===== src/rtl/rd_resp_buffer_if.sv =====
// rtl/rd_resp_buffer_if.sv - read-response buffer bus; stat signals exist only with RD_RESP_BUF_STATS_EN
interface rd_resp_buffer_if #(
    parameter int DATA_W = 32,
    parameter int DEPTH  = 16
);
    localparam int CNT_W = $clog2(DEPTH) + 1;

    logic              flush;
    logic              rd_issue;
    logic              rd_credit_ok;
    logic              master_readdatavalid;
    logic [DATA_W-1:0] master_readdata;
    logic              out_valid;
    logic [DATA_W-1:0] out_data;
    logic              out_ready;
    logic [CNT_W-1:0]  level;
    logic [CNT_W-1:0]  outstanding;
    logic              overflow;
`ifdef RD_RESP_BUF_STATS_EN
    logic [15:0]       stat_words;
    logic [7:0]        stat_drops;
`endif

    modport master (
        output flush, rd_issue, master_readdatavalid, master_readdata, out_ready,
        input  rd_credit_ok, out_valid, out_data, level, outstanding, overflow
`ifdef RD_RESP_BUF_STATS_EN
        , input stat_words, stat_drops
`endif
    );

    modport slave (
        input  flush, rd_issue, master_readdatavalid, master_readdata, out_ready,
        output rd_credit_ok, out_valid, out_data, level, outstanding, overflow
`ifdef RD_RESP_BUF_STATS_EN
        , output stat_words, stat_drops
`endif
    );
endinterface


===== src/rtl/rd_resp_buffer.sv =====
// rtl/rd_resp_buffer.sv - credit-gated FWFT buffer for Avalon-MM read responses
// Optional pop/drop statistics counters are enabled by defining RD_RESP_BUF_STATS_EN.
module rd_resp_buffer #(
    parameter int DATA_W = 32,
    parameter int DEPTH  = 16
) (
    input  logic            clk,
    input  logic            reset_n,
    rd_resp_buffer_if.slave bus
);
    localparam int CNT_W = $clog2(DEPTH) + 1;
    localparam int PTR_W = $clog2(DEPTH);
    localparam logic [CNT_W-1:0] DEPTH_C = CNT_W'(DEPTH);

    logic [DATA_W-1:0] r_mem [DEPTH];
    logic [PTR_W-1:0]  r_wr_ptr;
    logic [PTR_W-1:0]  r_rd_ptr;
    logic [CNT_W-1:0]  r_level;
    logic [CNT_W-1:0]  r_outstanding;
    logic [CNT_W-1:0]  r_discard;
    logic              r_overflow;

    logic [CNT_W:0]    w_reserved;
    logic              w_credit_ok;
    logic              w_resp;
    logic              w_orphan;
    logic              w_discard;
    logic              w_push_try;
    logic              w_full_drop;
    logic              w_push;
    logic              w_pop;
    logic              w_issue_err;
    logic [CNT_W-1:0]  w_outstanding_nxt;

    // Credit counts both stored words and words still in flight, so a granted
    // read always has a slot waiting for its response.
    assign w_reserved  = {1'b0, r_level} + {1'b0, r_outstanding};
    assign w_credit_ok = (w_reserved < (CNT_W + 1)'(DEPTH));

    assign w_resp      = bus.master_readdatavalid && (r_outstanding != '0);
    assign w_orphan    = bus.master_readdatavalid && (r_outstanding == '0);
    assign w_discard   = w_resp && (r_discard != '0);
    assign w_push_try  = w_resp && (r_discard == '0);
    assign w_pop       = (r_level != '0) && bus.out_ready;
    assign w_full_drop = w_push_try && (r_level == DEPTH_C) && !w_pop;
    assign w_push      = w_push_try && !w_full_drop;
    assign w_issue_err = bus.rd_issue && !w_credit_ok;

    assign w_outstanding_nxt = r_outstanding + CNT_W'(bus.rd_issue) - CNT_W'(w_resp);

    // Flush wins over push in its cycle; the word in flight is covered by discard.
    always_ff @(posedge clk) begin
        if (w_push && !bus.flush) begin
            r_mem[r_wr_ptr] <= bus.master_readdata;
        end
    end

    always_ff @(posedge clk or negedge reset_n) begin
        if (!reset_n) begin
            r_wr_ptr      <= '0;
            r_rd_ptr      <= '0;
            r_level       <= '0;
            r_outstanding <= '0;
            r_discard     <= '0;
            r_overflow    <= 1'b0;
        end else begin
            r_outstanding <= w_outstanding_nxt;
            if (bus.flush) begin
                r_wr_ptr   <= '0;
                r_rd_ptr   <= '0;
                r_level    <= '0;
                r_discard  <= w_outstanding_nxt;
                r_overflow <= 1'b0;
            end else begin
                if (w_push) begin
                    r_wr_ptr <= r_wr_ptr + PTR_W'(1);
                end
                if (w_pop) begin
                    r_rd_ptr <= r_rd_ptr + PTR_W'(1);
                end
                r_level <= r_level + CNT_W'(w_push) - CNT_W'(w_pop);
                if (w_discard) begin
                    r_discard <= r_discard - CNT_W'(1);
                end
                if (w_issue_err || w_orphan || w_full_drop) begin
                    r_overflow <= 1'b1;
                end
            end
        end
    end

    assign bus.rd_credit_ok = w_credit_ok;
    assign bus.out_valid    = (r_level != '0);
    // Gated so the unreset memory never shows X on the output.
    assign bus.out_data     = (r_level != '0) ? r_mem[r_rd_ptr] : '0;
    assign bus.level        = r_level;
    assign bus.outstanding  = r_outstanding;
    assign bus.overflow     = r_overflow;

`ifdef RD_RESP_BUF_STATS_EN
    logic [15:0] r_stat_words;
    logic [7:0]  r_stat_drops;

    always_ff @(posedge clk or negedge reset_n) begin
        if (!reset_n) begin
            r_stat_words <= '0;
            r_stat_drops <= '0;
        end else begin
            if (bus.flush) begin
                r_stat_words <= '0;
            end else if (w_pop && (r_stat_words != 16'hFFFF)) begin
                r_stat_words <= r_stat_words + 16'd1;
            end
            // Only overflow losses count; words discarded after a flush are expected.
            if (!bus.flush && (w_orphan || w_full_drop) && (r_stat_drops != 8'hFF)) begin
                r_stat_drops <= r_stat_drops + 8'd1;
            end
        end
    end

    assign bus.stat_words = r_stat_words;
    assign bus.stat_drops = r_stat_drops;
`endif
endmodule


===== src/flat_wrapper.sv =====
// flat-port wrapper written by rule: the top's interface ports become plain ports
module rd_resp_buffer_flat 
#(
    parameter int DATA_W = 32,
    parameter int DEPTH  = 16
)
  (clk, reset_n, bus_flush, bus_rd_issue, bus_master_readdatavalid, bus_master_readdata, bus_out_ready, bus_rd_credit_ok, bus_out_valid, bus_out_data, bus_level, bus_outstanding, bus_overflow);
  rd_resp_buffer_if #(.DATA_W(DATA_W), .DEPTH(DEPTH)) bus_i ();
  input  logic clk;
  input  logic reset_n;
  input wire logic [$bits(bus_i.flush)-1:0] bus_flush;
  input wire logic [$bits(bus_i.rd_issue)-1:0] bus_rd_issue;
  input wire logic [$bits(bus_i.master_readdatavalid)-1:0] bus_master_readdatavalid;
  input wire logic [$bits(bus_i.master_readdata)-1:0] bus_master_readdata;
  input wire logic [$bits(bus_i.out_ready)-1:0] bus_out_ready;
  output wire logic [$bits(bus_i.rd_credit_ok)-1:0] bus_rd_credit_ok;
  output wire logic [$bits(bus_i.out_valid)-1:0] bus_out_valid;
  output wire logic [$bits(bus_i.out_data)-1:0] bus_out_data;
  output wire logic [$bits(bus_i.level)-1:0] bus_level;
  output wire logic [$bits(bus_i.outstanding)-1:0] bus_outstanding;
  output wire logic [$bits(bus_i.overflow)-1:0] bus_overflow;
  assign bus_i.flush = bus_flush;
  assign bus_i.rd_issue = bus_rd_issue;
  assign bus_i.master_readdatavalid = bus_master_readdatavalid;
  assign bus_i.master_readdata = bus_master_readdata;
  assign bus_i.out_ready = bus_out_ready;
  assign bus_rd_credit_ok = bus_i.rd_credit_ok;
  assign bus_out_valid = bus_i.out_valid;
  assign bus_out_data = bus_i.out_data;
  assign bus_level = bus_i.level;
  assign bus_outstanding = bus_i.outstanding;
  assign bus_overflow = bus_i.overflow;
  rd_resp_buffer #(.DATA_W(DATA_W), .DEPTH(DEPTH)) u_core (.clk(clk), .reset_n(reset_n), .bus(bus_i));
endmodule

===== config.mk =====
export PLATFORM = sky130hd
export DESIGN_NAME = rd_resp_buffer_flat
export DESIGN_NICKNAME = d
export VERILOG_FILES = /design/src/rtl/rd_resp_buffer_if.sv /design/src/rtl/rd_resp_buffer.sv /design/src/flat_wrapper.sv
export SDC_FILE = /design/constraint.sdc
export NUM_CORES = 1
export LEC_CHECK = 0
export CAP_MARGIN = 20
export CORE_AREA = 2 2 198 200
export CTS_CLUSTER_SIZE = 16
export DETAILED_ROUTE_END_ITERATION = 8
export DIE_AREA = 0 0 200 202
export PLACE_DENSITY = 0.83
export SYNTH_ARGS = -nofsm -noshare
export SYNTH_HDL_FRONTEND = slang
export SYNTH_SLANG_ARGS = --single-unit

===== constraint.sdc =====
create_clock -name clk -period 11.9 [get_ports clk]
set_clock_uncertainty 0.15 [all_clocks]
set_input_delay 1.785 -clock clk [delete_from_list [all_inputs] [get_ports clk]]
set_output_delay 1.785 -clock clk [all_outputs]
set_load 0.05 [all_outputs]

After elaboration in Yosys (flattened, before gate mapping):

Memory sizes are Yosys's and may differ from the RTL's.
Cells that the tools add are included.

* logic and storage cells: 54
* memory bits (writable): 512
* latch bits: 0
* memories: 1
* flip-flop bits (word level): 24
* ROM bits: 0

Memory list
* u_core.r_mem: words 16, width 32, rd ports 1, clocked after Yosys merged registers in 0, write ports 1, line rd_resp_buffer.sv:15 `logic [DATA_W-1:0] r_mem [DEPTH];`

* equal/unequal tests: 1
* bitwise gates (word level): 0
* reduce and logical (&&, ||, !) cells: 25
* shift-type cells: 0
* magnitude comparators: 1
* mux-type cells: 12
* multipliers: 0
* add/subtract/negate cells: 8
* div/mod/pow operators: 0

Operators with widths (count)
* 2-to-1 mux 32 bit: 1
* 2-to-1 mux 4 bit: 4
* 2-to-1 mux 5 bit: 3
* nonzero test 5 bit: 3
* adder 5 x 1 -> 5 bit: 2
* logical AND 1 bit: 10
* zero test 5 bit: 2
* subtractor 5 x 1 -> 5 bit: 2
* adder 4 x 1 -> 4 bit, second input constant: 2
* nonzero test 2 bit: 4
* adder 5 x 5 -> 6 bit: 1
* less-than comparator 6 x 5 -> 1 bit, second input constant: 1
* equality test 5 bit, second input constant: 1
* subtractor 5 x 1 -> 5 bit, second input constant: 1
* zero test 1 bit: 4
* 2-to-1 mux 1 bit: 4
* logical OR 1 bit: 2

Longest topological paths before layout:

Gate-level depths: netlist of run 1.

* depth in word-level cells: 10
* depth in mapped cells: 15
* gate-level depth less buffers: 14

Least setup slack after synthesis of run 1:

No wires, ideal clock.

* path kind: input to register
* start: input port bus_flush
* end: memory u_core.r_mem[7][0] (enable)
* buffers on the path: 1
* slack: 5915 ps
* data arrival time: 5333 ps
* cell stages on the path: 3
* library setup time: 502 ps
* cells stage by stage: clkbuf_1 or2_2 nor4_1

* word-level cells in the longest chain between the ends: 4

Ends and longest elaborated chain
* start, declared: line flat_wrapper.sv:11 `input wire logic [$bits(bus_i.flush)-1:0] bus_flush;`
* zero test 1 bit: line rd_resp_buffer.sv:53 `if (w_push && !bus.flush) begin`
* logical AND 1 bit: line rd_resp_buffer.sv:53
* 2-to-1 mux 1 bit: line rd_resp_buffer.sv:53
* 2-to-1 mux 1 bit (not written as such): line rd_resp_buffer.sv:54 `r_mem[r_wr_ptr] <= bus.master_readdata;`
* end, declared: line rd_resp_buffer.sv:15

No other way between the ends.

Final worst setup path of run 1:

* start: register u_core.r_rd_ptr[1]
* end: output port bus_out_data[2]

* word-level cells in the longest chain between the ends: 2

Ends and longest elaborated chain
* start, declared: line rd_resp_buffer.sv:17 `logic [PTR_W-1:0] r_rd_ptr;`
* start signal, assigned: line rd_resp_buffer.sv:79 `r_rd_ptr <= r_rd_ptr + PTR_W'(1);`
* memory read (16 x 32 bit)
* 2-to-1 mux 32 bit: line rd_resp_buffer.sv:95 `assign bus.out_data = (r_level != '0) ? r_mem[r_rd_ptr] : '0;`
* end, declared: line flat_wrapper.sv:18 `output wire logic [$bits(bus_i.out_data)-1:0] bus_out_data;`

No other way between the ends.

==> results.json, run 1 <==
{
  "leakage_nw": 7.54,
  "hpwl_mm": 21.3,
  "post-route-min-period_ns": 6.23,
  "finalMaxSlewViolations": 0,
  "gp_congestion": 0.710,
  "start_util_pct": 54.4,
  "final_util_pct": 62.3,
  "fp.dieH_um": 202,
  "crit_path_max_incr_delay_ns": 1.07,
  "fmax_mhz": 160,
  "first_pass_iters": 5,
  "start_kind": "register",
  "rsz0062_at_grt": "false",
  "syn2layout_area_growth_pct": 14.6,
  "yosysWarnings": 0,
  "maxCapViolCount": 0,
  "clockBufferDepth": 3,
  "seq_area_frac_synth_pct": 76.7,
  "layout_commonest_cell": "edfxtp_1",
  "drive_gt1_share_pct": 22.7,
  "cp_cell_sequence": "buf_4, mux4_2, a22o_1, a221o_1, clkdlybuf4s50_1",
  "clk_pin_slew_ns": 0.07,
  "via_per_inst": 6.25,
  "slowest_stage": "dfrtp_4",
  "synth_seq_cells": 536,
  "worstSkewPairLatency_ns": 0.56,
  "routed_wl_mm": 44.6,
  "nets": 1098,
  "grt_max_degree": 67,
  "tightest_slew_ns": 1.15,
  "fin_tns_setup_ns": 0,
  "worst-path-max-fanout": 66,
  "yosysUniqueCellTypes": 45,
  "cts_made_buffers": 51,
  "fillers": 2450,
  "mostFrequentLayoutCells": "edfxtp_1, mux4_2, clkdlybuf4s50_1",
  "worstSetupEndpointType": "output port",
  "cts_num_sinks": 536,
  "cts_hold_buf": 0,
  "netlist_area_um2": 20800,
  "io-pin-count": 83,
  "cts_resized": 0,
  "grt_pass1_wl_mm": 65.9,
  "hold_path_class": "register to register",
  "synth_edf_count": 512,
  "period_share_pct": 52.4,
  "synthesis.nets": 999,
  "avgSynthCellArea_um2": 22.3,
  "via_count": 9973,
  "cp.required_ns": 9.97,
  "postCtsSetupRepairBufs": 0,
  "synth_ff_type": "edfxtp_1",
  "synth-async-reset-ratio_pct": 4.48,
  "ant_nets": 0,
  "cts_tree": "built",
  "vdd_ir_drop_max_uv": 112,
  "grt_pass1_vias": 10700,
  "setup_viol": 0,
  "grtUsageTotal_pct": 22.5,
  "row_count": 72,
  "hold_violations": 0,
  "status": "completed",
  "cts_htree_levels": 2,
  "globalRoute.totalOverflow": 0,
  "drc_errors": 0,
  "post_drt_wl_per_cell_um": 27.9,
  "dieArea_um2": 40400,
  "port_buffers": 82,
  "critPathKind": "register to output port",
  "drtIter0Drc": 1199,
  "die_w_um": 200,
  "slew_headroom_pct": 23.2,
  "syn_inst": 936,
  "core_um2": 38300,
  "arrival_ns": 4.30,
  "p_per_area_nw_per_um2": 216,
  "cts_root_buf": "clkbuf_16",
  "antenna_found_initial": 2
}
state kept, by name, indices dropped and copies added, names as in the netlist:
name and cells:
u_core.bus.level 5, u_core.bus.outstanding 5, u_core.bus.overflow 1, u_core.r_discard 5, u_core.r_mem 512, u_core.r_rd_ptr 4
u_core.r_wr_ptr 4
per-layer routing:
layer / GRT usage (%) / vias to the layer above / wire, um
met5: 0 / - / 16
met4: 7.78 / 2 / 1010
met3: 3.72 / 76 / 3030
met2: 38.9 / 487 / 23400
met1: 29.1 / 5245 / 17100
li1: - / 4163 / -
final cells by class:
cell class	count	area, um2	area share, %
Inverter	21	78.8	0.330
Multi-Input combinational cell	328	4580	19.2
Tap cell	518	648	2.72
Antenna cell	1	2.50	0.0105
Timing Repair Buffer	97	978	4.10
Sequential cell	536	16000	67.0
Clock buffer	62	1360	5.70
Clock inverter	32	235	0.986
final timing paths:
| path | from | endpoint | slack [ns] | cells after the start |
|---|---|---|---|---|
| max in group asynchronous | reset_n | u_core.r_rd_ptr[0]$_DFFE_PN0P_ | 9.89 | 2 |
| min in group asynchronous | reset_n | u_core.bus.outstanding[0]$_DFF_PN0_ | 1.43 | 2 |
| max reg2reg | u_core.bus.outstanding[2]$_DFF_PN0_ | u_core.r_mem[5][15]$_DFFE_PP_ | 8.13 | 6 |
| min | u_core.bus.overflow$_DFFE_PN0P_ | u_core.bus.overflow$_DFFE_PN0P_ | 0.42 | 2 |
| min reg2reg | u_core.bus.overflow$_DFFE_PN0P_ | u_core.bus.overflow$_DFFE_PN0P_ | 0.42 | 2 |
| max | u_core.r_rd_ptr[1]$_DFFE_PN0P_ | bus_out_data[2] | 5.67 | 5 |
worst max-delay path: cells and delay by family (launching register included):
kind	cells	cell delay [ns]
compound gates	2	0.58
buf+inv	2	1.62
flops	1	1.07
mux	1	0.43
synth_stat cells (all sizes together) (2+ instances only):
cell type	instances	share of area [%]
buf	22	0.67
xnor2	5	0.21
clkbuf	29	0.53
o21ai	4	0.096
or2	2	0.060
a21o	2	0.072
a22o	32	1.4
nand3	6	0.14
nand2b	5	0.15
xor2	8	0.34
and3	14	0.42
fa	2	0.19
nor2	14	0.25
ha	23	1.4
dfrtp	24	2.9
nand2	7	0.13
mux2	4	0.22
a21oi	7	0.17
nor4	4	0.12
edfxtp	512	74
nand4	4	0.12
nor3	3	0.072
o21bai	2	0.072
inv	21	0.38
or4b	3	0.16
nor3b	3	0.11
a221o	32	1.5
mux2i	2	0.096
nor2b	3	0.090
mux4	128	14
cell families after synthesis:
group	count (synthesis)	synth area share, %
xor+xnor	13	0.547
fa+ha+maj	25	1.57
mux	134	14.2
buf+inv	72	1.57
compound gates	83	3.45
flops	536	76.7
simple gates	73	2.01
metrics by stage:
stage | total power, W | setup slack (ns) | cell area [um2] | instances | hold WS (ns)
floorplan | 0.00325 | 5.92 | 20800 | 936 | 0.402
global placement | 0.00361 | 6.11 | 22200 | 1497 | 0.413
detailed placement | 0.00363 | 6.09 | 22200 | 1497 | 0.409
CTS | 0.00519 | 5.48 | 23800 | 1591 | 0.423
global route | 0.00534 | 5.43 | 23900 | 1595 | 0.451
finish | 0.00516 | 5.67 | 23900 | 1595 | 0.423
where the power goes:
part	total, W	switching [W]	internal, W	leakage [nW]
Combinational	0.00141	0.000779	0.000634	1.87
Clock	0.00156	0.000683	0.000878	0.771
Sequential	0.00219	0.0000875	0.00210	4.90
Total	0.00516	0.00155	0.00361	7.54
(Power assumes the default switching activity.)
==> run 2, diff against run 1 <==
==> constraint.sdc (replaced) <==
create_clock -name clk -period 6.49 [get_ports clk]
set_clock_uncertainty 0.15 [all_clocks]
set_input_delay 0.9735 -clock clk [delete_from_list [all_inputs] [get_ports clk]]
set_output_delay 0.9735 -clock clk [all_outputs]
set_load 0.05 [all_outputs]
==> run 2 against run 1 <==
Compared with the run above: sequential power is 83% higher; via count increased by 3.1%; final cell count up 0.13%; clock-buffer cell count increased by 6; die area stayed put; routed wire length up 5.5%; combinational power rose by 86%; register-to-register slack lost 5.4 ns; sequential cell count unchanged; non-clock buffer count increased by 6.
==> results.json, run 2 (same netlist as run 1, synthesis figures left out) <==
{
  "cts_hold_buf": 0,
  "clk_pin_slew_ns": 0.06,
  "cts_resized": 0,
  "fin_tns_setup_ns": 0,
  "cts_root_buf": "clkbuf_16",
  "n_antenna_cell": 0,
  "hpwl_mm": 21.8,
  "whs_path_depth": 2,
  "core_um2": 38300,
  "worstHoldStart": "u_core.bus.overflow$_DFFE_PN0P_",
  "status": "completed",
  "hold_violations": 0,
  "regMostFlops": "u_core.r_mem",
  "p_per_area_nw_per_um2": 395,
  "worstSetupEndpointType": "output port",
  "routed_wl_mm": 47.0,
  "die_w_um": 200,
  "crit_path_max_incr_delay_ns": 0.95,
  "arrival_ns": 4.04,
  "mostFrequentLayoutCells": "edfxtp_1, mux4_2, clkdlybuf4s50_1",
  "drc_errors": 0,
  "start_util_pct": 54.4,
  "dieArea_um2": 40400,
  "critPathKind": "register to output port",
  "cts_made_buffers": 50,
  "antenna_found_initial": 1,
  "period_share_pct": 79.5,
  "start_kind": "register",
  "post_drt_wl_per_cell_um": 29.4,
  "ant_nets": 0,
  "hold_path_class": "register to register",
  "postCtsSetupRepairBufs": 0,
  "cp_cell_sequence": "buf_4, mux4_2, a22o_1, a221o_1, clkdlybuf4s50_1",
  "grt_max_degree": 54,
  "nets": 1103,
  "via_count": 10300,
  "drive_gt1_share_pct": 22.6,
  "reg2reg_slack_ns": 2.75,
  "grt_pass1_vias": 10800,
  "slowest_stage": "dfrtp_4",
  "r2r_start": "u_core.bus.outstanding[2]$_DFF_PN0_",
  "fillers": 2430,
  "syn2layout_area_growth_pct": 14.9,
  "row_count": 72,
  "cp.required_ns": 5.37,
  "fp.dieH_um": 202,
  "rr_endpoint": "u_core.r_mem[12][14]$_DFFE_PP_",
  "slew_headroom_pct": 22.8,
  "leakage_nw": 7.58,
  "cp_num_buf_inv": 2,
  "crit_family": "buffers and inverters",
  "drtIter0Drc": 1355,
  "gp_congestion": 0.723,
  "cts_tree": "built",
  "worstSkewPairLatency_ns": 0.56,
  "grtUsageTotal_pct": 23.8,
  "layout_commonest_cell": "edfxtp_1",
  "vdd_ir_drop_max_uv": 232,
  "min_to": "u_core.bus.overflow$_DFFE_PN0P_",
  "via_per_inst": 6.44,
  "maxCapViolCount": 0,
  "p_total_w": 0.00947,
  "io-pin-count": 83,
  "worst-path-max-fanout": 39,
  "finalMaxSlewViolations": 0,
  "rr_worst_depth": 6,
  "cts_num_sinks": 536,
  "setup_viol": 0,
  "cts_htree_levels": 2,
  "fmax_mhz": 194,
  "grt_pass1_wl_mm": 69.8,
  "clockBufferDepth": 3,
  "rsz0062_at_grt": "false",
  "tightest_slew_ns": 1.16,
  "post-route-min-period_ns": 5.16,
  "largest_reg_flops": 512,
  "port_buffers": 82,
  "globalRoute.totalOverflow": 0,
  "first_pass_iters": 5
}
==> run 2: changes by cell type in the layout (fill, tap and decap cells not counted), sizes merged <==
| cell | before | now |
|---|---|---|
| inv | 22 | 23 |
| bufinv | 3 | 4 |
| diode | 1 | 0 |
| clkinvlp | 5 | 1 |
| buf | 15 | 21 |
| clkinv | 23 | 16 |
| clkbuf | 62 | 68 |
==> run 2: worst max path at each step <==
stage,start,to,slack (ns),depth (start not counted)
floorplan,u_core.bus.outstanding[2]$_DFF_PN0_,u_core.r_mem[15][0]$_DFFE_PP_,1.10,6
global placement,u_core.r_rd_ptr[0]$_DFFE_PN0P_,bus_out_data[2],1.97,5
detailed placement,u_core.r_rd_ptr[0]$_DFFE_PN0P_,bus_out_data[2],1.91,5
CTS,u_core.r_rd_ptr[0]$_DFFE_PN0P_,bus_out_data[2],1.26,5
global route,u_core.r_rd_ptr[0]$_DFFE_PN0P_,bus_out_data[2],1.11,5
finish,u_core.r_rd_ptr[0]$_DFFE_PN0P_,bus_out_data[2],1.33,5
==> run 2: final cells by class <==
class / instances / area (um2) / area share, %
Inverter: 21 / 78.8 / 0.329
Tap cell: 518 / 648 / 2.71
Clock buffer: 68 / 1340 / 5.59
Clock inverter: 23 / 225 / 0.941
Multi-Input combinational cell: 328 / 4580 / 19.1
Timing Repair Buffer: 103 / 1090 / 4.54
Sequential cell: 536 / 16000 / 66.8
==> run 2: metrics by stage <==
stage	setup WS, ns	instances	utilization, %	cell area, um2	hold slack [ns]
after floorplan	1.10	936	-	20800	0.402
final	1.33	1597	62.5	23900	0.447
after global routing	1.11	1597	62.5	23900	0.504
after CTS	1.26	1591	62.2	23800	0.441
after detailed placement	1.91	1500	58.1	22200	0.428
after global placement	1.97	1500	58.1	22200	0.421
==> run 2: worst reg2reg max path, cell delays in order (launching register included) <==
cell,delay (ns)
dfrtp_1,0.42
inv_1,0.09
ha_1,0.19
or4b_1,0.29
o211ai_1,0.34
nor2_1,0.73
and3_2,1.11
==> run 2: power by group <==
| part | switching [W] | internal (W) | leakage (nW) | total [W] |
|---|---|---|---|---|
| clock | 0.00123 | 0.00161 | 0.760 | 0.00284 |
| combinational | 0.00145 | 0.00116 | 1.91 | 0.00262 |
| sequential | 0.000158 | 0.00386 | 4.90 | 0.00401 |
| total | 0.00284 | 0.00663 | 7.58 | 0.00947 |
==> run 2: per-layer routing <==
metal / vias to the layer above / track usage (%) / routed length [um]
met5: - / 0 / 13
met4: 2 / 6.80 / 934
met3: 72 / 4.22 / 3820
met2: 608 / 40.2 / 24600
met1: 5431 / 32.2 / 17700
li1: 4171 / - / -
==> run 3, diff against run 2 <==
--- a/config.mk
+++ b/config.mk
@@ -6,11 +6,11 @@
 export NUM_CORES = 1
 export LEC_CHECK = 0
 export CAP_MARGIN = 20
-export CORE_AREA = 2 2 198 200
+export CORE_AREA = 2 2 200 202
 export CTS_CLUSTER_SIZE = 16
 export DETAILED_ROUTE_END_ITERATION = 8
-export DIE_AREA = 0 0 200 202
-export PLACE_DENSITY = 0.83
+export DIE_AREA = 0 0 202 204
+export PLACE_DENSITY = 0.84
 export SYNTH_ARGS = -nofsm -noshare
 export SYNTH_HDL_FRONTEND = slang
 export SYNTH_SLANG_ARGS = --single-unit
==> constraint.sdc (replaced) <==
create_clock -name clk -period 4.5 [get_ports clk]
set_clock_uncertainty 0.15 [all_clocks]
set_input_delay 0.675 -clock clk [delete_from_list [all_inputs] [get_ports clk]]
set_output_delay 0.675 -clock clk [all_outputs]
set_load 0.05 [all_outputs]
==> run 3 against run 2 <==
Compared with the run above: critical path depth unchanged; routed wire length down 7.0%; critical endpoint is now bus_rd_credit_ok; register-to-register slack worse by 1.8 ns; final area is 0.83% higher.
==> results.json, run 3 (same netlist as run 1, synthesis figures left out) <==
{
  "status": "completed",
  "finalMaxSlewViolations": 0,
  "stdcell_count": 1619,
  "fp.dieH_um": 204,
  "core_um2": 39200,
  "dieArea_um2": 41200,
  "routed_wl_mm": 43.7,
  "reg2reg_slack_ns": 0.95,
  "arrival_ns": 3.15,
  "cts_made_buffers": 51,
  "post_drt_wl_per_cell_um": 27.0,
  "nets": 1116,
  "p_per_area_nw_per_um2": 573,
  "slowest_stage": "clkdlybuf4s50_1",
  "rr_endpoint": "u_core.bus.level[4]$_DFF_PN0_",
  "mostFrequentLayoutCells": "edfxtp_1, mux4_2, clkbuf_16",
  "drc_errors": 0,
  "drtIter0Drc": 1058,
  "row_count": 73,
  "final_area_um2": 24100,
  "regMostFlops": "u_core.r_mem",
  "slew_headroom_pct": 34.2,
  "tightest_slew_ns": 0.988,
  "first_pass_iters": 6,
  "cts_tree": "built",
  "r2r_start": "u_core.bus.outstanding[2]$_DFF_PN0_",
  "final_util_pct": 61.6,
  "via_per_inst": 6.22,
  "vdd_ir_drop_max_uv": 329,
  "maxCapViolCount": 0,
  "grt_pass1_vias": 10500,
  "worstSetupEndpointType": "output port",
  "layout_commonest_cell": "edfxtp_1",
  "setup_viol": 0,
  "fmax_mhz": 251,
  "cts_root_buf": "clkbuf_16",
  "period_share_pct": 88.4,
  "start_kind": "register",
  "cts_num_sinks": 536,
  "post-route-min-period_ns": 3.98,
  "rr_worst_depth": 12,
  "ant_nets": 0,
  "gp_congestion": 0.782,
  "hold_path_class": "input pin to async pin",
  "syn2layout_area_growth_pct": 15.9,
  "port_buffers": 82,
  "globalRoute.totalOverflow": 0,
  "io-pin-count": 83,
  "cts_resized": 0,
  "postCtsSetupRepairBufs": 0,
  "drive_gt1_share_pct": 27.1,
  "worst-path-max-fanout": 4,
  "cts_hold_buf": 0,
  "start_util_pct": 53.2,
  "hpwl_mm": 24.6,
  "place_inst": 1525,
  "fillers": 2541,
  "grtUsageTotal_pct": 21.8,
  "crit_path_max_incr_delay_ns": 0.93,
  "grt_pass1_wl_mm": 66.3,
  "via_count": 10100,
  "leakage_nw": 7.74,
  "cts_htree_levels": 2,
  "grt_max_degree": 36,
  "cp_cell_sequence": "ha_1, a21oi_1, nand2_1, a2111oi_1, clkdlybuf4s50_1",
  "worstSkewPairLatency_ns": 0.59,
  "hold_violations": 0,
  "rsz0062_at_grt": "false",
  "cp.required_ns": 3.67,
  "clk_pin_slew_ns": 0.06,
  "critPathKind": "register to output port",
  "place_area_um2": 22500,
  "clockBufferDepth": 3,
  "p_total_w": 0.0138,
  "die_w_um": 202,
  "antenna_found_initial": 1,
  "largest_reg_flops": 512
}
==> run 3: changes by cell type in the layout (fill, tap and decap cells not counted), moves of 3 or more <==
| cell | previous run | this run |
|---|---|---|
| clkbuf_1 | 16 | 12 |
| buf_12 | 7 | 15 |
| clkinv_2 | 6 | 9 |
| clkdlybuf4s50_1 | 82 | 50 |
| buf_4 | 13 | 50 |
==> run 3: worst max-delay path: cells and delay by family, from the launching register on <==
| kind | cells | cell delay, ns |
|---|---|---|
| flip-flops | 1 | 0.42 |
| buffers and inverters | 1 | 0.93 |
| adder cells (fa/ha/maj) | 1 | 0.33 |
| AO/OA/AOI/OAI | 2 | 0.81 |
| AND/OR/NAND/NOR | 1 | 0.07 |
==> run 3: layout make-up <==
cell class,instances,area (um2),share of cell area [%]
well taps,525,657,2.72
diodes,1,2.50,0.0104
clock inverters,29,312,1.29
multi-input cells,328,4580,19.0
clock buffers,64,1350,5.58
inverters,21,78.8,0.327
flip-flops and latches,536,16000,66.2
repair buffers,115,1180,4.87
==> run 3: worst max-delay path by stage <==
stage | from | end | depth (start not counted)
after floorplan | u_core.bus.outstanding[2]$_DFF_PN0_ | u_core.r_mem[15][0]$_DFFE_PP_ | 6
after global placement | bus_out_ready | u_core.bus.level[4]$_DFF_PN0_ | 11
after detailed placement | bus_out_ready | u_core.bus.level[4]$_DFF_PN0_ | 11
after CTS | u_core.r_rd_ptr[0]$_DFFE_PN0P_ | bus_out_data[31] | 5
after global routing | u_core.bus.outstanding[2]$_DFF_PN0_ | bus_rd_credit_ok | 5
final | u_core.bus.outstanding[2]$_DFF_PN0_ | bus_rd_credit_ok | 5
==> run 3: stage by stage <==
| stage | setup slack (ns) | TNS [ns] | hold WS, ns |
|---|---|---|---|
| CTS | 0.469 | 0 | 0.311 |
| finish | 0.523 | 0 | 0.311 |
| detailed placement | 0.589 | 0 | 0.451 |
| global route | 0.412 | 0 | 0.366 |
| floorplan | -0.895 | -114.54 | 0.229 |
| global placement | 0.719 | 0 | 0.444 |
==> run 3: power breakdown <==
group | switching (W) | internal, W
Sequential | 0.000185 | 0.00556
Combinational | 0.00215 | 0.00165
Clock | 0.00181 | 0.00247
Total | 0.00414 | 0.00968
==> run 3: per-layer routing <==
| metal | track usage, % | vias to the layer above | part of all wire [%] |
|---|---|---|---|
| li1 | - | 4200 | - |
| met1 | 29.1 | 5360 | 40 |
| met5 | 0 | - | 0 |
| met3 | 4.75 | 59 | 7.4 |
| met2 | 36.8 | 448 | 51 |
| met4 | 5.83 | 0 | 1.7 |
